[src/rtl/corner_overlay.sv]
// corner_overlay: tracks the active-area x/y position of the delayed video stream,
// paints a fixed-length marker stripe from each detected corner and publishes a per-frame corner count.
module corner_overlay #(
  parameter int          H_ACTIVE   = 1280,
  parameter int          V_ACTIVE   = 720,
  parameter int          MARK_W     = 5,
  parameter logic [23:0] MARK_COLOR = 24'hFF0000,
  parameter int          CNT_W      = 16,
  localparam int         XW         = $clog2(H_ACTIVE),
  localparam int         YW         = $clog2(V_ACTIVE)
) (
  input  logic             clk,
  input  logic             rst_n,
  input  logic             hsync_in,
  input  logic             vsync_in,
  input  logic             vde_in,
  input  logic [23:0]      pix_in,
  input  logic             corner_in,
  input  logic             overlay_en,
  output logic             hsync_out,
  output logic             vsync_out,
  output logic             vde_out,
  output logic [23:0]      pix_out,
  output logic [XW-1:0]    x_pos,
  output logic [YW-1:0]    y_pos,
  output logic [CNT_W-1:0] corner_count,
  output logic             count_valid
);

  localparam logic [XW-1:0]     X_MAX  = XW'(H_ACTIVE - 1);
  localparam logic [YW-1:0]     Y_MAX  = YW'(V_ACTIVE - 1);
  localparam logic [MARK_W-1:0] S_LOAD = MARK_W'(MARK_W - 1);
  localparam logic [CNT_W-1:0]  C_MAX  = '1;

  logic              hsync_q, vsync_q, vde_q;
  logic [23:0]       pix_q, pix_d;
  logic [XW-1:0]     x_q, x_d;
  logic [YW-1:0]     y_q, y_d;
  logic [MARK_W-1:0] stripe_q, stripe_d;
  logic [CNT_W-1:0]  run_q, run_d, run_inc;
  logic [CNT_W-1:0]  cnt_q, cnt_d;
  logic              cvalid_q, cvalid_d;
  logic              locked_q, locked_d;

  logic vde_rise, vde_fall, vs_rise, corner_hit, paint;

  // The registered sync/vde copies double as the edge-detect history.
  assign vde_rise   = vde_in & ~vde_q;
  assign vde_fall   = ~vde_in & vde_q;
  assign vs_rise    = vsync_in & ~vsync_q;
  assign corner_hit = corner_in & vde_in;
  assign paint      = vde_in & (corner_in | (stripe_q != '0));

  always_comb begin
    stripe_d = '0;
    if (vde_in) begin
      if (corner_in)              stripe_d = S_LOAD;
      else if (stripe_q != '0)    stripe_d = stripe_q - MARK_W'(1);
    end

    pix_d = '0;
    if (vde_in) pix_d = (paint && overlay_en) ? MARK_COLOR : pix_in;

    x_d = x_q;
    if (vde_rise)                   x_d = '0;
    else if (vde_in && x_q != X_MAX) x_d = x_q + XW'(1);

    y_d = y_q;
    if (vs_rise)                      y_d = '0;
    else if (vde_fall && y_q != Y_MAX) y_d = y_q + YW'(1);

    // A qualified corner on the vsync-edge cycle still belongs to the closing frame.
    run_inc  = (corner_hit && run_q != C_MAX) ? run_q + CNT_W'(1) : run_q;
    run_d    = vs_rise ? '0 : run_inc;
    cnt_d    = (vs_rise && locked_q) ? run_inc : cnt_q;
    cvalid_d = vs_rise & locked_q;
    locked_d = locked_q | vs_rise;
  end

  always_ff @(posedge clk or negedge rst_n) begin
    if (!rst_n) begin
      hsync_q  <= 1'b0;
      vsync_q  <= 1'b0;
      vde_q    <= 1'b0;
      pix_q    <= '0;
      x_q      <= '0;
      y_q      <= '0;
      stripe_q <= '0;
      run_q    <= '0;
      cnt_q    <= '0;
      cvalid_q <= 1'b0;
      locked_q <= 1'b0;
    end else begin
      hsync_q  <= hsync_in;
      vsync_q  <= vsync_in;
      vde_q    <= vde_in;
      pix_q    <= pix_d;
      x_q      <= x_d;
      y_q      <= y_d;
      stripe_q <= stripe_d;
      run_q    <= run_d;
      cnt_q    <= cnt_d;
      cvalid_q <= cvalid_d;
      locked_q <= locked_d;
    end
  end

  assign hsync_out    = hsync_q;
  assign vsync_out    = vsync_q;
  assign vde_out      = vde_q;
  assign pix_out      = pix_q;
  assign x_pos        = x_q;
  assign y_pos        = y_q;
  assign corner_count = cnt_q;
  assign count_valid  = cvalid_q;

endmodule

[config.mk]
export PLATFORM = sky130hd
export DESIGN_NAME = corner_overlay
export DESIGN_NICKNAME = d
export VERILOG_FILES = /design/src/rtl/corner_overlay.sv
export SDC_FILE = /design/constraint.sdc
export NUM_CORES = 1
export LEC_CHECK = 0
export CORE_UTILIZATION = 49
export CTS_CLUSTER_SIZE = 25
export DETAILED_ROUTE_END_ITERATION = 7
export PLACE_DENSITY_LB_ADDON = 0.1
export SKIP_LAST_GASP = 1
export SLEW_MARGIN = 20
export SYNTH_ARGS = -nofsm -noshare
export SYNTH_HDL_FRONTEND = slang
export SYNTH_SLANG_ARGS = --single-unit
[constraint.sdc]
create_clock -name clk -period 2.5 [get_ports clk]
set_clock_uncertainty 0.05 [all_clocks]
set_input_delay 0.5 -clock clk [delete_from_list [all_inputs] [get_ports clk]]
set_output_delay 0.5 -clock clk [all_outputs]
set_load 0.1 [all_outputs]
==> results of run 1 <==
path summary, 6_finish.rpt:
| check | to |
|---|---|
| setup / recovery | corner_count[1] |
| hold / removal | y_pos[0] |
| setup reg to reg | corner_count[1] |
| hold reg to reg | stripe_q[0] |
| max in group asynchronous | pix_out[20] |
| min in group clk | stripe_q[0] |
synth_stat cells, types with 3 or more instances:
| cell type | count |
|---|---|
| ha_1 | 4 |
| dfrtp_1 | 87 |
| and2_1 | 3 |
| clkbuf_1 | 10 |
| or3_1 | 13 |
| nor3_1 | 6 |
| nand4_1 | 8 |
| a21oi_1 | 19 |
| nand2b_1 | 7 |
| nand3_1 | 10 |
| mux2i_1 | 3 |
| nand2_1 | 37 |
| nor2_1 | 33 |
| inv_1 | 7 |
| and4_1 | 5 |
| xor2_1 | 7 |
| o21ai_0 | 20 |
| or4_1 | 5 |
| and3_1 | 19 |
| o31ai_1 | 10 |
| a31oi_1 | 16 |
final cells by class:
type | instances | area share (%)
inverter | 8 | 0.615
tap | 99 | 2.54
sequential | 87 | 44.6
multi-input combinational | 250 | 30.5
timing repair buffer | 107 | 18.2
clock inverter | 2 | 0.307
clock buffer | 14 | 3.33
per-layer routing:
layer | GRT usage (%) | vias up
met5 | 0 | -
met4 | 7.94 | 0
met3 | 6.83 | 10
met2 | 33.4 | 80
met1 | 28.1 | 1456
li1 | - | 1501
stage by stage:
step | std cells | total power [W]
finish | 567 | 0.00353
CTS | 567 | 0.00356
floorplan | 359 | 0.00239
detailed placement | 551 | 0.00267
global placement | 551 | 0.00266
global route | 567 | 0.00369
logic make-up (layout without fill, tap and decap cells):
group,Yosys count,in the layout,synth area share (%)
AO/OA/AOI/OAI,73,73,11.9
XOR/XNOR,9,9,2.11
adder cells (fa/ha/maj),4,4,1.34
buffers and inverters,22,131,2.28
flip-flops,87,87,58.2
multiplexers,5,5,1.41
AND/OR/NAND/NOR,159,159,22.8
power groups by stage:
stage / combinational, W / clock (W) / sequential [W]
after global placement: 0.00106 / 0 / 0.00160
after CTS: 0.00107 / 0.000913 / 0.00158
after detailed placement: 0.00107 / 0 / 0.00161
final: 0.00106 / 0.000888 / 0.00158
after floorplan: 0.000171 / 0 / 0.00222
after global routing: 0.00112 / 0.000975 / 0.00160
placed cells by master, fill, tap and decap left out, types with 3 or more instances in the layout:
| master | instances |
|---|---|
| buf_4 | 77 |
| o31ai_1 | 10 |
| a21oi_1 | 19 |
| o21ai_0 | 20 |
| a31oi_1 | 16 |
| inv_1 | 7 |
| and2_1 | 3 |
| and4_1 | 5 |
| dfrtp_1 | 87 |
| or4_1 | 5 |
| nand3_1 | 10 |
| ha_1 | 4 |
| or3_1 | 13 |
| xor2_1 | 7 |
| nand2_1 | 37 |
| clkbuf_8 | 11 |
| mux2i_1 | 3 |
| nand4_1 | 8 |
| clkbuf_1 | 3 |
| nor2_1 | 33 |
| nor3_1 | 6 |
| and3_1 | 19 |
| nand2b_1 | 7 |
| clkdlybuf4s50_1 | 29 |
sequential cells by signal (all words and copies together), names as in the netlist:
name / cells
corner_count: 16
pix_out: 24
hsync_out: 1
run_q: 16
vsync_out: 1
x_pos: 11
stripe_q: 5
y_pos: 10
locked_q: 1
vde_out: 1
count_valid: 1
worst max-delay path, cell delays in order (launching register included):
cell	delay (ns)
dfrtp_1	0.40
ha_1	0.23
nand4_2	0.18
o41ai_4	0.59
buf_4	0.24
mux2i_1	0.24
o21ai_0	0.11
==> metrics, run 1 <==
Switching Share between 30% and 40%; Reg-to-Reg Start run_q[0]; Fin. Hold Viols 0; Die ar. between 7000 and 8000 sq um; fmax 0.464 GHz; Final Cell Area ~4900 sq um; setup violators final 0; I/O pins 96; Sw Pwr between 0.001 and 0.0015 W; Area after DPL 4700 sq um; ant diodes 0; Reg area 2180 sq um; Tcrit/Tclk final a little under nine tenths; Die Y around 89 microns; post-synth top area cell dfrtp_1; post-cts hold buffer count 0; worst-skew pair later-pin latency 0.35 ns; Clock Power Share 25.2%; Ys Warns 0; Iter 0 DRT Violations ~120; Initial Utilization 51.0%; cell count after synthesis between 300 and 400; fillcell total around 580; Rows 31; clk buf depth 2; status complete, no violations; Sequential Power Share about 45%; Leak Pwr 2.30 nW; syn avg cell area 10.4 sq um; critical path peak fanout 10; total negative slack 0 ns; r2r setup slk ~0.34 ns; RSZ-0062 raised after global routing no; WL met2 between 3 and 4 mm; sequential area share after synthesis approximately three fifths; routed vias 3,047; type of the worst min-delay path in -> async; crit path capture type flip-flop; post-cts sizing count 0; Critical Path Source Type flip-flop; Yosys reg bits 87; vias in the first global route 2,813; largest net degree at the start of global routing 46; gr usage total a little over a fifth; die width between 80 and 90 microns; DRT antenna net count 0; CP Launch Point run_q[0]; DR top layer met4; post-synth cell types 43; net count after synthesis 394; Avg WL per Cell about 14 microns; M1 wire length between 3 and 4 mm; CTS tree built; Critical Path AT 2.33 ns; Nets ~500; kind of critical path reg -> reg; Slew Viols, Final 0; pre-CTS setup slack between 0.1 and 0.15 ns; ys flop type dfrtp_1; Tmin final between 2 and 2.5 ns; Post-synth EDFFs 0; first-pass GRT wire length 12.9 mm; CTS Buf Count 9; root buffer cell clkbuf_8; Core Util, Final 66.6%; area grow syn2layout 30.6%; Area contributors post-synth dfrtp_1 58%, nand2_1 3.7%, nor2_1 3.3%; CTS H-tree depth 3; Slew @ Worst Pin approximately 0.67 ns; GR Overflow Total 0; Total Wirelength a little under 8 mm; post-CTS setup buffer count 0; GPL Wtd Cong between 0.7 and 0.8; Comb power frac a little under a third; FF-to-FF path depth 6; PD cells 722 nW/um^2; final worst slack approximately 0.34 ns; Internal roughly 0.0022 W; Hold Slack 0.0784 ns; Vias/cell between 5 and 6; share of synthesized flip-flops with an asynchronous set or reset 100%; layout cells sized above 1 between 20% and 30%; Yosys top cell area share 58.2%; Core Box Area 7330 sq um; MaxCap Viol Count 0; clk slew on worst S/H paths roughly 0.08 ns; TritonRoute pass-1 iters 4; area of the multi-input gates between 1000 and 1500 sq um; Synth Cell Area ~3700 sq um; drt drc 0; peak supply drop between 0.3 and 0.4 mV; Port Buffer Count 95; Slew HR between 50% and 60%; clock sink total between 80 and 90; WP data required between 2 and 3 ns; DP Wirelength 5.60 mm; WL met3 approximately 480 microns; initial antenna violation count 0
No activity file was read; power rests on OpenSTA's default activity.
==> run 2, diff against run 1 <==
--- a/config.mk
+++ b/config.mk
@@ -8,6 +8,7 @@
 export CORE_UTILIZATION = 49
 export CTS_CLUSTER_SIZE = 25
 export DETAILED_ROUTE_END_ITERATION = 7
+export HOLD_SLACK_MARGIN = 0.03
 export PLACE_DENSITY_LB_ADDON = 0.1
 export SKIP_LAST_GASP = 1
 export SLEW_MARGIN = 20
==> results of run 2 <==
The final DEF is identical to that of run 1; final timing and power are the same.
==> run 3, diff against run 2 <==
--- a/config.mk
+++ b/config.mk
@@ -9,7 +9,7 @@
 export CTS_CLUSTER_SIZE = 25
 export DETAILED_ROUTE_END_ITERATION = 7
 export HOLD_SLACK_MARGIN = 0.03
-export PLACE_DENSITY_LB_ADDON = 0.1
+export PLACE_DENSITY = 0.85
 export SKIP_LAST_GASP = 1
 export SLEW_MARGIN = 20
 export SYNTH_ARGS = -nofsm -noshare
==> constraint.sdc (replaced) <==
create_clock -name clk -period 2.5 [get_ports clk]
set_clock_uncertainty 0.05 [all_clocks]
set_input_delay 0.25 -clock clk [delete_from_list [all_inputs] [get_ports clk]]
set_output_delay 0.25 -clock clk [all_outputs]
set_load 0.1 [all_outputs]
==> metrics, run 3 (synthesis results as in run 1) <==
type of the worst min-delay path in -> reg; Port Buffer Count between 90 and 100; Rows 31; CTS H-tree depth 3; Fin. Hold Viols 0; CTS tree built; drt drc 0; Total Wirelength around 8.1 mm; kind of critical path reg -> reg; Die ar. 7990 sq um; worst-skew pair later-pin latency approximately 0.36 ns; crit path capture type flip-flop; GPL Wtd Cong 0.854; Tmin final ~2.1 ns; clk slew on worst S/H paths 0.09 ns; Iter 0 DRT Violations ~180; I/O pins 96; DP Wirelength 5.82 mm; clock sink total 87; Leak Pwr approximately 2.3 nW; Slew HR around 55%; final worst slack ~0.35 ns; Vias/cell between 5 and 6; Avg WL per Cell about 14 microns; CP Launch Point run_q[0]; post-cts sizing count 0; Initial Utilization 51.0%; die width 89.4 microns; area grow syn2layout 31.1%; largest net degree at the start of global routing between 40 and 50; CTS Buf Count 9; GR Overflow Total 0; RSZ-0062 raised after global routing no; Critical Path AT between 2 and 2.5 ns; layout cells sized above 1 ~22%; WP data required 2.69 ns; commonest non-fill, non-tap cells in the layout 87 x dfrtp_1, 73 x buf_4, 37 x nand2_1; DRT antenna net count 0; Critical Path Source Type flip-flop; Slew @ Worst Pin between 0.6 and 0.7 ns; Tcrit/Tclk final a little under nine tenths; peak supply drop ~0.45 mV; Worst Min Path Start hsync_in; Nets about 500; first-pass GRT wire length roughly 13 mm; TritonRoute pass-1 iters 4; Die Y ~90 microns; clk buf depth 2; root buffer cell clkbuf_8; Core Box Area approximately 7300 sq um; Reg-to-Reg Start run_q[0]; routed vias ~3,100; status complete, no violations; fmax around 0.47 GHz; fillcell total 583; total negative slack 0 ns; commonest non-fill, non-tap cell in the layout dfrtp_1; setup violators final 0; critical path peak fanout 11; ant diodes 0; vias in the first global route a little under 3,000; initial antenna violation count 0; MaxCap Viol Count 0; pre-CTS setup slack approximately 0.27 ns; Largest register FFs 24; PD cells between 700 and 800 nW/um^2; gr usage total between 20% and 30%; Slew Viols, Final 0
==> run 3: final timing paths <==
kind | to | slack (ns) | cells after the start
setup reg to reg | corner_count[1] | 0.35 | 6
setup / recovery | corner_count[1] | 0.35 | 6
hold / removal | hsync_out | 0.30 | 1
hold reg to reg | locked_q | 0.42 | 1
max in group asynchronous | run_q[0] | 1.42 | 3
min in group asynchronous | y_pos[4] | 0.37 | 2
==> run 3: critical path, stage by stage (launching register included) <==
cell and delay, ns:
dfrtp_1 0.40, ha_1 0.24, nand4_2 0.17, o41ai_2 0.57
buf_4 0.28, mux2i_1 0.23, o21ai_0 0.10
==> run 3: repair_timing <==
action                    CTS  global route
hold endpoints to repair   42             0
hold buffers                1             0
setup buffers               0             0
==> run 3: cell type report <==
| cell class | count | area, sq um | area share, % |
|---|---|---|---|
| Sequential cell | 87 | 2180 | 44.4 |
| Tap cell | 99 | 124 | 2.53 |
| Clock buffer | 9 | 124 | 2.53 |
| Clock inverter | 7 | 103 | 2.09 |
| Timing Repair Buffer | 104 | 868 | 17.7 |
| Inverter | 8 | 30.0 | 0.612 |
| Multi-Input combinational cell | 250 | 1480 | 30.1 |
==> run 3: metrics by stage <==
stage / cells / total power, W / hold WS [ns] / cell area (sq um) / utilization (%)
global placement: 547 / 0.00266 / 0.229 / 4670 / 63.7
detailed placement: 547 / 0.00268 / 0.228 / 4670 / 63.7
CTS: 564 / 0.00377 / 0.292 / 4900 / 66.9
floorplan: 359 / 0.00239 / -0.0956 / 3740 / -
finish: 564 / 0.00375 / 0.298 / 4900 / 66.9
global route: 564 / 0.00389 / 0.300 / 4900 / 66.9
==> run 3: layer usage <==
| metal | wire length, microns | GRT usage [%] | vias up |
|---|---|---|---|
| met4 | 141 | 10.8 | 0 |
| met2 | 3850 | 34.0 | 99 |
| met1 | 3640 | 28.0 | 1487 |
| met5 | 0 | 0 | - |
| met3 | 440 | 4.89 | 18 |
| li1 | - | - | 1498 |
==> run 3: power breakdown <==
group	switching, W	internal, W	total, W
clock network	0.000525	0.000575	0.00110
logic	0.000825	0.000241	0.00107
registers	0.0000766	0.00151	0.00158
